<file path="src/rtl/fb_access_arbiter.sv">
// Frame-buffer access arbiter: sequences one camera frame capture from the pixel FIFO into RAM
// while sharing the single RAM port with the colour-sampler reader. Option: FB_DOUBLE_BUFFER_EN.
module fb_access_arbiter #(
  parameter int ADDR_W       = 15,
  parameter int FRAME_PIXELS = 19200,
  parameter int MAX_WR_BURST = 8,
  parameter int RD_LATENCY   = 1
) (
  input  logic              clk_25MHz_i,
  input  logic              rst_n_i,
  input  logic              cap_start_i,
  output logic              cap_busy_o,
  output logic              cap_done_o,
  input  logic              f_d_available_i,
  input  logic [15:0]       f_r_data_i,
  output logic              f_r_en_o,
  input  logic              rd_req_i,
  input  logic [ADDR_W-1:0] rd_addr_i,
  output logic              rd_gnt_o,
  output logic [15:0]       rd_data_o,
  output logic              rd_valid_o,
  output logic [ADDR_W-1:0] m_addr_o,
  output logic [15:0]       m_wdata_o,
  output logic              m_we_o,
  output logic              m_bank_o,
  input  logic [15:0]       m_rdata_i
);

  localparam int BW = $clog2(MAX_WR_BURST + 1);
  localparam logic [ADDR_W-1:0] LAST_PTR  = ADDR_W'(FRAME_PIXELS - 1);
  localparam logic [BW-1:0]     BURST_MAX = BW'(MAX_WR_BURST);

  typedef enum logic [1:0] {IDLE, CAPTURE, DONE} state_t;

  state_t              state_q, state_d;
  logic [ADDR_W-1:0]   wrPtr_q, wrPtr_d;
  logic [BW-1:0]       burstCnt_q, burstCnt_d;
  logic [RD_LATENCY:0] rdPipe_q, rdPipe_d;
  logic [ADDR_W-1:0]   mAddr_q, mAddr_d;
  logic [15:0]         mWdata_q, mWdata_d;
  logic                mWe_q, mWe_d;
  logic                mBank_q, mBank_d;
  logic                writeCand, wrGnt, rdGnt, flush, capBusy, capDone;
  logic                writeBank, readBank;

`ifdef FB_DOUBLE_BUFFER_EN
  // The sampler always reads the bank holding the last complete frame.
  logic wBank_q;
  always_ff @(posedge clk_25MHz_i) begin
    if (!rst_n_i) begin
      wBank_q <= 1'b0;
    end else if (state_q == DONE) begin
      wBank_q <= ~wBank_q;
    end
  end
  assign writeBank = wBank_q;
  assign readBank  = ~wBank_q;
`else
  assign writeBank = 1'b0;
  assign readBank  = 1'b0;
`endif

  always_ff @(posedge clk_25MHz_i) begin
    if (!rst_n_i) begin
      state_q <= IDLE;
    end else begin
      state_q <= state_d;
    end
  end

  always_comb begin
    state_d   = state_q;
    wrGnt     = 1'b0;
    rdGnt     = 1'b0;
    flush     = 1'b0;
    capBusy   = 1'b0;
    capDone   = 1'b0;
    writeCand = (state_q == CAPTURE) && f_d_available_i;

    // Writer wins unless it has already starved a pending read for a full burst.
    if (rd_req_i && (!writeCand || (burstCnt_q == BURST_MAX))) begin
      rdGnt = 1'b1;
    end else if (writeCand) begin
      wrGnt = 1'b1;
    end

    case (state_q)
      IDLE: begin
        flush = f_d_available_i;
        if (cap_start_i) begin
          state_d = CAPTURE;
        end
      end
      CAPTURE: begin
        capBusy = 1'b1;
        if (wrGnt && (wrPtr_q == LAST_PTR)) begin
          state_d = DONE;
        end
      end
      DONE: begin
        capDone = 1'b1;
        flush   = f_d_available_i;
        state_d = IDLE;
      end
      default: state_d = IDLE;
    endcase
  end

  always_comb begin
    wrPtr_d    = wrPtr_q;
    burstCnt_d = burstCnt_q;
    rdPipe_d   = '0;
    mAddr_d    = mAddr_q;
    mWdata_d   = mWdata_q;
    mBank_d    = mBank_q;
    mWe_d      = wrGnt;

    if ((state_q == IDLE) && cap_start_i) begin
      wrPtr_d = '0;
    end else if (wrGnt) begin
      wrPtr_d = wrPtr_q + ADDR_W'(1);
    end

    if (!rd_req_i || rdGnt) begin
      burstCnt_d = '0;
    end else if (wrGnt && (burstCnt_q != BURST_MAX)) begin
      burstCnt_d = burstCnt_q + BW'(1);
    end

    if (wrGnt) begin
      mAddr_d  = wrPtr_q;
      mWdata_d = f_r_data_i;
      mBank_d  = writeBank;
    end else if (rdGnt) begin
      mAddr_d  = rd_addr_i;
      mBank_d  = readBank;
    end

    // Stage 0 marks the cycle the read address is on the RAM port.
    rdPipe_d[0] = rdGnt;
    for (int i = 1; i <= RD_LATENCY; i++) begin
      rdPipe_d[i] = rdPipe_q[i-1];
    end
  end

  always_ff @(posedge clk_25MHz_i) begin
    if (!rst_n_i) begin
      wrPtr_q    <= '0;
      burstCnt_q <= '0;
      rdPipe_q   <= '0;
      mAddr_q    <= '0;
      mWdata_q   <= '0;
      mWe_q      <= 1'b0;
      mBank_q    <= 1'b0;
    end else begin
      wrPtr_q    <= wrPtr_d;
      burstCnt_q <= burstCnt_d;
      rdPipe_q   <= rdPipe_d;
      mAddr_q    <= mAddr_d;
      mWdata_q   <= mWdata_d;
      mWe_q      <= mWe_d;
      mBank_q    <= mBank_d;
    end
  end

  assign cap_busy_o = rst_n_i & capBusy;
  assign cap_done_o = rst_n_i & capDone;
  assign f_r_en_o   = rst_n_i & (wrGnt | flush);
  assign rd_gnt_o   = rst_n_i & rdGnt;
  assign rd_valid_o = rdPipe_q[RD_LATENCY];
  assign rd_data_o  = (rst_n_i && rdPipe_q[RD_LATENCY]) ? m_rdata_i : 16'h0000;
  assign m_addr_o   = mAddr_q;
  assign m_wdata_o  = mWdata_q;
  assign m_we_o     = mWe_q;
  assign m_bank_o   = mBank_q;

endmodule

</file>
<file path="config.mk">
export PLATFORM = sky130hd
export DESIGN_NAME = fb_access_arbiter
export DESIGN_NICKNAME = d
export VERILOG_FILES = /design/src/rtl/fb_access_arbiter.sv
export SDC_FILE = /design/constraint.sdc
export NUM_CORES = 1
export LEC_CHECK = 0
export BUFFER_PORTS_ARGS = -buffer_cell sky130_fd_sc_hd__clkbuf_2
export CORE_ASPECT_RATIO = 0.75
export CORE_MARGIN = 5
export CORE_UTILIZATION = 45
export CTS_CLUSTER_DIAMETER = 200
export DETAILED_ROUTE_END_ITERATION = 12
export GPL_TIMING_DRIVEN = 0
export PLACE_DENSITY = 0.82
export SLEW_MARGIN = 25
export SYNTH_ARGS = -nofsm -noshare
export SYNTH_HDL_FRONTEND = slang
export SYNTH_SLANG_ARGS = --single-unit
</file>
<file path="constraint.sdc">
create_clock -name clk_25MHz_i -period 2.1 [get_ports clk_25MHz_i]
set_input_delay 0.42 -clock clk_25MHz_i [delete_from_list [all_inputs] [get_ports clk_25MHz_i]]
set_output_delay 0.42 -clock clk_25MHz_i [all_outputs]
set_load 0.01 [all_outputs]
</file>
# After elaboration in Yosys (flattened, before gate mapping)

Cells that the tools add are included.

Latch bits: 0
ROM bits: 0
Output and inout bits: 54
Input bits: 52
Memory bits (writable): 0
Memories: 0
Bits in registers: 55
Word-level logic and storage cells: 50

Shift-type cells: 0
Bitwise logic cells: 6
Equality and inequality tests: 7
$add $sub $neg: 2
Divide/modulo/power cells: 0
$mul: 0
Reduce and logical (&&, ||, !) cells: 16
Muxes and demuxes: 12
Order comparisons: 0

Operators by type and width:

| kind                    | count |
|---|---|
| $mux W15                | 2 |
| $mux W16                | 1 |
| $add A15 B1 Y15 const B | 1 |
| $eq A15 B15 Y1 const B  | 1 |
| $logic_and A1 B1 Y1     | 6 |
| $mux W1                 | 6 |
| $reduce_or A2 Y1        | 3 |
| $add A4 B1 Y4 const B   | 1 |
| $and A1 B1 Y1           | 4 |
| $eq A4 B4 Y1 const B    | 1 |
| $mux W2                 | 2 |
| $ne A4 B4 Y1 const B    | 1 |
| $pmux W2 S2             | 1 |
| $eq A2 B1 Y1 const B    | 1 |
| $eq A2 B2 Y1 const B    | 1 |
| $logic_not A1 Y1        | 2 |
| $logic_not A2 Y1        | 1 |
| $logic_or A1 B1 Y1      | 2 |
| $ne A2 B1 Y1 const B    | 1 |
| $ne A2 B2 Y1 const B    | 1 |
| $reduce_and A2 Y1       | 1 |
| $reduce_bool A2 Y1      | 1 |
| $not A1 Y1              | 1 |
| $or A1 B1 Y1            | 1 |

# Logic depth before layout (Yosys ltp)

Word-level depth: 9
Mapped depth: 8

# Worst setup path after synthesis

No wires, ideal clock.

Path kind: reg2out
Start: reg burstCnt_q[0]
End: out f_r_en_o
Data arrival time: 1,304 ps
Cell stages (with the launch flop): 7
Required time: 1,680 ps
Buffers on the path: 1
Path slack: 376 ps
Cell sequence: dfxtp_1 inv_1 ha_1 nand4b_1 nand2_1 clkbuf_1 a21oi_1

Cells in the longest elaborated chain, start to end: 6

Ends and longest elaborated chain:

| item                     | line | source |
|---|---|---|
| start: declaration       | 37   | `logic [BW-1:0] burstCnt_q, burstCnt_d;` |
| start signal: assignment | 157  | `burstCnt_q <= burstCnt_d;` |
| $eq A4 B4 Y1             | 81   | `if (rd_req_i && (!writeCand \|\| (burstCnt_q == BURST_MAX))) begin` |
| $logic_or A1 B1 Y1       | 81   |  |
| $logic_and A1 B1 Y1      | 81   |  |
| $mux W1                  | 81   |  |
| $or A1 B1 Y1             | 168  | `assign f_r_en_o = rst_n_i & (wrGnt \| flush);` |
| $and A1 B1 Y1            | 168  |  |
| end: declaration         | 16   | `output logic f_r_en_o,` |

No other way between the ends.

# Worst setup path in the final report

Same ends and word-level chain as after synthesis.

==> impl_results.md <==
* Via count at 2582
* Syn_area_per_cell at 7.85 um^2
* Io pins at 106
* Synth unique cells at 32
* Antenna Violating Nets Remaining at 0
* Startpoint Class: flip-flop
* Pwr Density at 664 nW/um^2
* FF-to-FF setup slack at 150 ps
* Final hold violations at 0
* Buffer depth of the longest clock path at 2
* Syn Nets at 358
* GRT met3 Usage at 4.33%
* Worst-Skew Late Latency at 310 ps
* Slew margin rel. at 44.7%
* Crit path max fanout at 6
* FFs w/ async S/R, synth at 0%
* Most common cell after layout, fill and taps aside: clkbuf_2
* LEAKAGE at 1.42 nW
* Flop pwr share at 52.4%
* Most frequent cells in the layout: clkbuf_2 (109), nand2_1 (68), dfxtp_1 (55)
* Remaining DRCs at 0
* NetSw at 0.000519 W
* # placed instances at 479
* Routed wire per std cell at 13.9 um
* RD Place Congestion at 0.951
* Post-synth EDFFs at 0
* Non-Filler Instances at 491
* Die width at 94.0 um
* Outcome: completed
* WP buf/inv at 2
* Worst VDD drop at 0.000468 V
* GRT Total Usage at 18.7%
* Root Buffer Master: clkbuf_8
* Area grow syn2layout at 33.5%
* Arrival time of the worst setup path at 1580 ps
* Die height at 73.0 um
* Fraction of the yosys area taken by sequential cells at 46.3%
* Overflow after GRT at 0
* # rows at 22
* TritonRoute pass-1 iters at 6
* Routed WL at 6820 um
* Area of the multi-input gates at 1190 um^2
* Core footprint at 5010 um^2
* Gr busiest metal: met2
* Worst Path Required at 1680 ps
* Max Clock Skew at 9.00 ps
* Num CTS Buffers at 5
* Worst path slowest cell: dfxtp_1
* Design Area, Final at 3180 um^2
* Flip-flop and latch count after synthesis at 55
* Max-cap viol count at 0
* Layout cell share with drive strength beyond 1 at 31.0%
* Crit path max-delay family: flip-flops
* First-pass GRT wire length at 10400 um
* Internal at 0.00159 W
* Fillcell total at 443
* Initial DRC count at 156
* CP Cell Sequence: inv_1, ha_1, nand4b_1, nand2_4, a21oi_1, clkbuf_2
* H-tree Lvls at 2
* Hpwl dp at 5290 um
* Cell area after synthesis at 2380 um^2
* Initial Util at 47.5%
* Comb power frac at 12.7%
* CP Class: reg -> out
* Fmax at 501 MHz
* Clk pwr share at 34.9%
* Unrepaired setup endpoints after global routing: no
* Worst path max stage delay at 380 ps
* Ys Warns at 0
* I/O Buffers at 104
* Ant diodes at 0
* CTS tree: done
* Hold crit path type: in -> reg
* Met1 usage at 24.5%
* Power Total at 0.00211 W
* Layout net count at 473
* Register area at 1100 um^2
* Via count of the first global-routing pass at 2197
* Switching part of the total power at 24.6%
* Final setup violation count at 0
* Worst Tran Pin Value at 823 ps
* Met2 Usage GRT at 31.9%
* Crit path time final at 2000 ps
* Area post-placement at 2990 um^2
* Largest net degree at the start of global routing at 18
* Ys flop type: dfxtp_1
* CP Capture Type: primary output
* Max-slew violations at 0
* Initial antenna violation count at 0
* Die area at 6860 um^2
* # clock sinks at 55
* DR vias/cell at 5.26
* Tcrit/Tclk final at 95.1%
* Synth Instances at 303
* Clock-pin transition on the worst setup and hold timing paths at 100 ps
## power by group through the flow
stage	Combinational [W]	Sequential [W]	Clock (W)
finish	0.000268	0.00111	0.000736
global route	0.000298	0.00111	0.000795
CTS	0.000259	0.00111	0.000747
detailed placement	0.000256	0.00113	0
global placement	0.000252	0.00113	0
floorplan	0.000111	0.00114	0
## worst reg2reg max path, stage by stage (launching register included)
cell     delay (ps)
dfxtp_1         440
ha_1            240
nand2_1         100
or3_1           310
buf_2           170
or4_1           480
a21oi_1         150
## final cells by class
class / count / area share [%]
multi-input cells: 220 / 37.5
flip-flops and latches: 55 / 34.6
repair buffers: 109 / 17.6
well taps: 72 / 2.83
plain buffers: 20 / 2.80
clock buffers: 6 / 2.60
clock inverters: 2 / 1.22
inverters: 7 / 0.827
## cells in the mapped netlist (2+ instances only)
cell | n | area share [%]
a31oi_1 | 15 | 3.9
or4_1 | 5 | 1.6
nand2b_1 | 2 | 0.53
buf_2 | 2 | 0.42
nor2_1 | 18 | 2.8
nand4_1 | 2 | 0.53
o21ai_0 | 16 | 3.4
dfxtp_1 | 55 | 46
nand2_1 | 69 | 11
xor2_1 | 2 | 0.74
nor3b_1 | 2 | 0.63
xnor2_1 | 7 | 2.6
nand4b_1 | 2 | 0.74
and3_1 | 17 | 4.5
a21oi_1 | 25 | 5.3
nor4_1 | 4 | 1.1
or3_1 | 4 | 1.1
o31ai_1 | 6 | 1.9
nor3_1 | 5 | 1.1
clkbuf_1 | 18 | 2.8
ha_1 | 3 | 1.6
nand3_1 | 8 | 1.7
inv_1 | 7 | 1.1
## state kept, by name, indices dropped and copies added, names as in the netlist
register    flops
burstCnt_q      4
m_addr_o       15
m_wdata_o      16
m_we_o          1
rdPipe_q        2
state_q         2
wrPtr_q        15
## repair_timing
| item | CTS | global route |
|---|---|---|
| setup endpoints to repair | 4 | 25 |
| pin swaps | 0 | 2 |
| setup buffers | 0 | 5 |
| resized for setup | 4 | 13 |
| gates cloned | 0 | 0 |
| hold buffers | 0 | 0 |
## kinds of logic (layout without fill, tap and decap cells)
logic type / count (synthesis) / count (layout) / share of synthesized area, %
buffers and inverters: 28 / 144 / 4.68
AOI/OAI and AO/OA: 63 / 63 / 14.8
adders and majority gates: 3 / 3 / 1.58
DFF: 55 / 55 / 46.3
other: 1 / 1 / 0.158
and+or+nand+nor: 144 / 144 / 29.2
xor gates and xnor gates: 9 / 9 / 3.31
## metrics by stage
step	worst slack, ps	TNS (ps)	hold slack (ps)	utilization [%]
after floorplan	376	0	412	-
after global placement	-21.8	-21.8	417	59.7
after detailed placement	25.3	0	421	59.7
after CTS	6.58	0	321	62.3
after global routing	2.76	0	313	63.4
final	103	0	319	63.4
## routing by layer
layer,routed length [um],up-vias
met5,0,-
met4,97,0
met3,605,16
met2,3180,118
met1,2930,1167
li1,-,1281
## final timing paths
| path | startpoint | end | cells after the start |
|---|---|---|---|
| min | f_r_data_i[3] | m_wdata_o[3] | 3 |
| max reg2reg | wrPtr_q[1] | wrPtr_q[14] | 6 |
| max | burstCnt_q[0] | f_r_en_o | 6 |
| min reg2reg | rdPipe_q[0] | rdPipe_q[1] | 1 |
No activity file was read; power rests on OpenSTA's default activity.
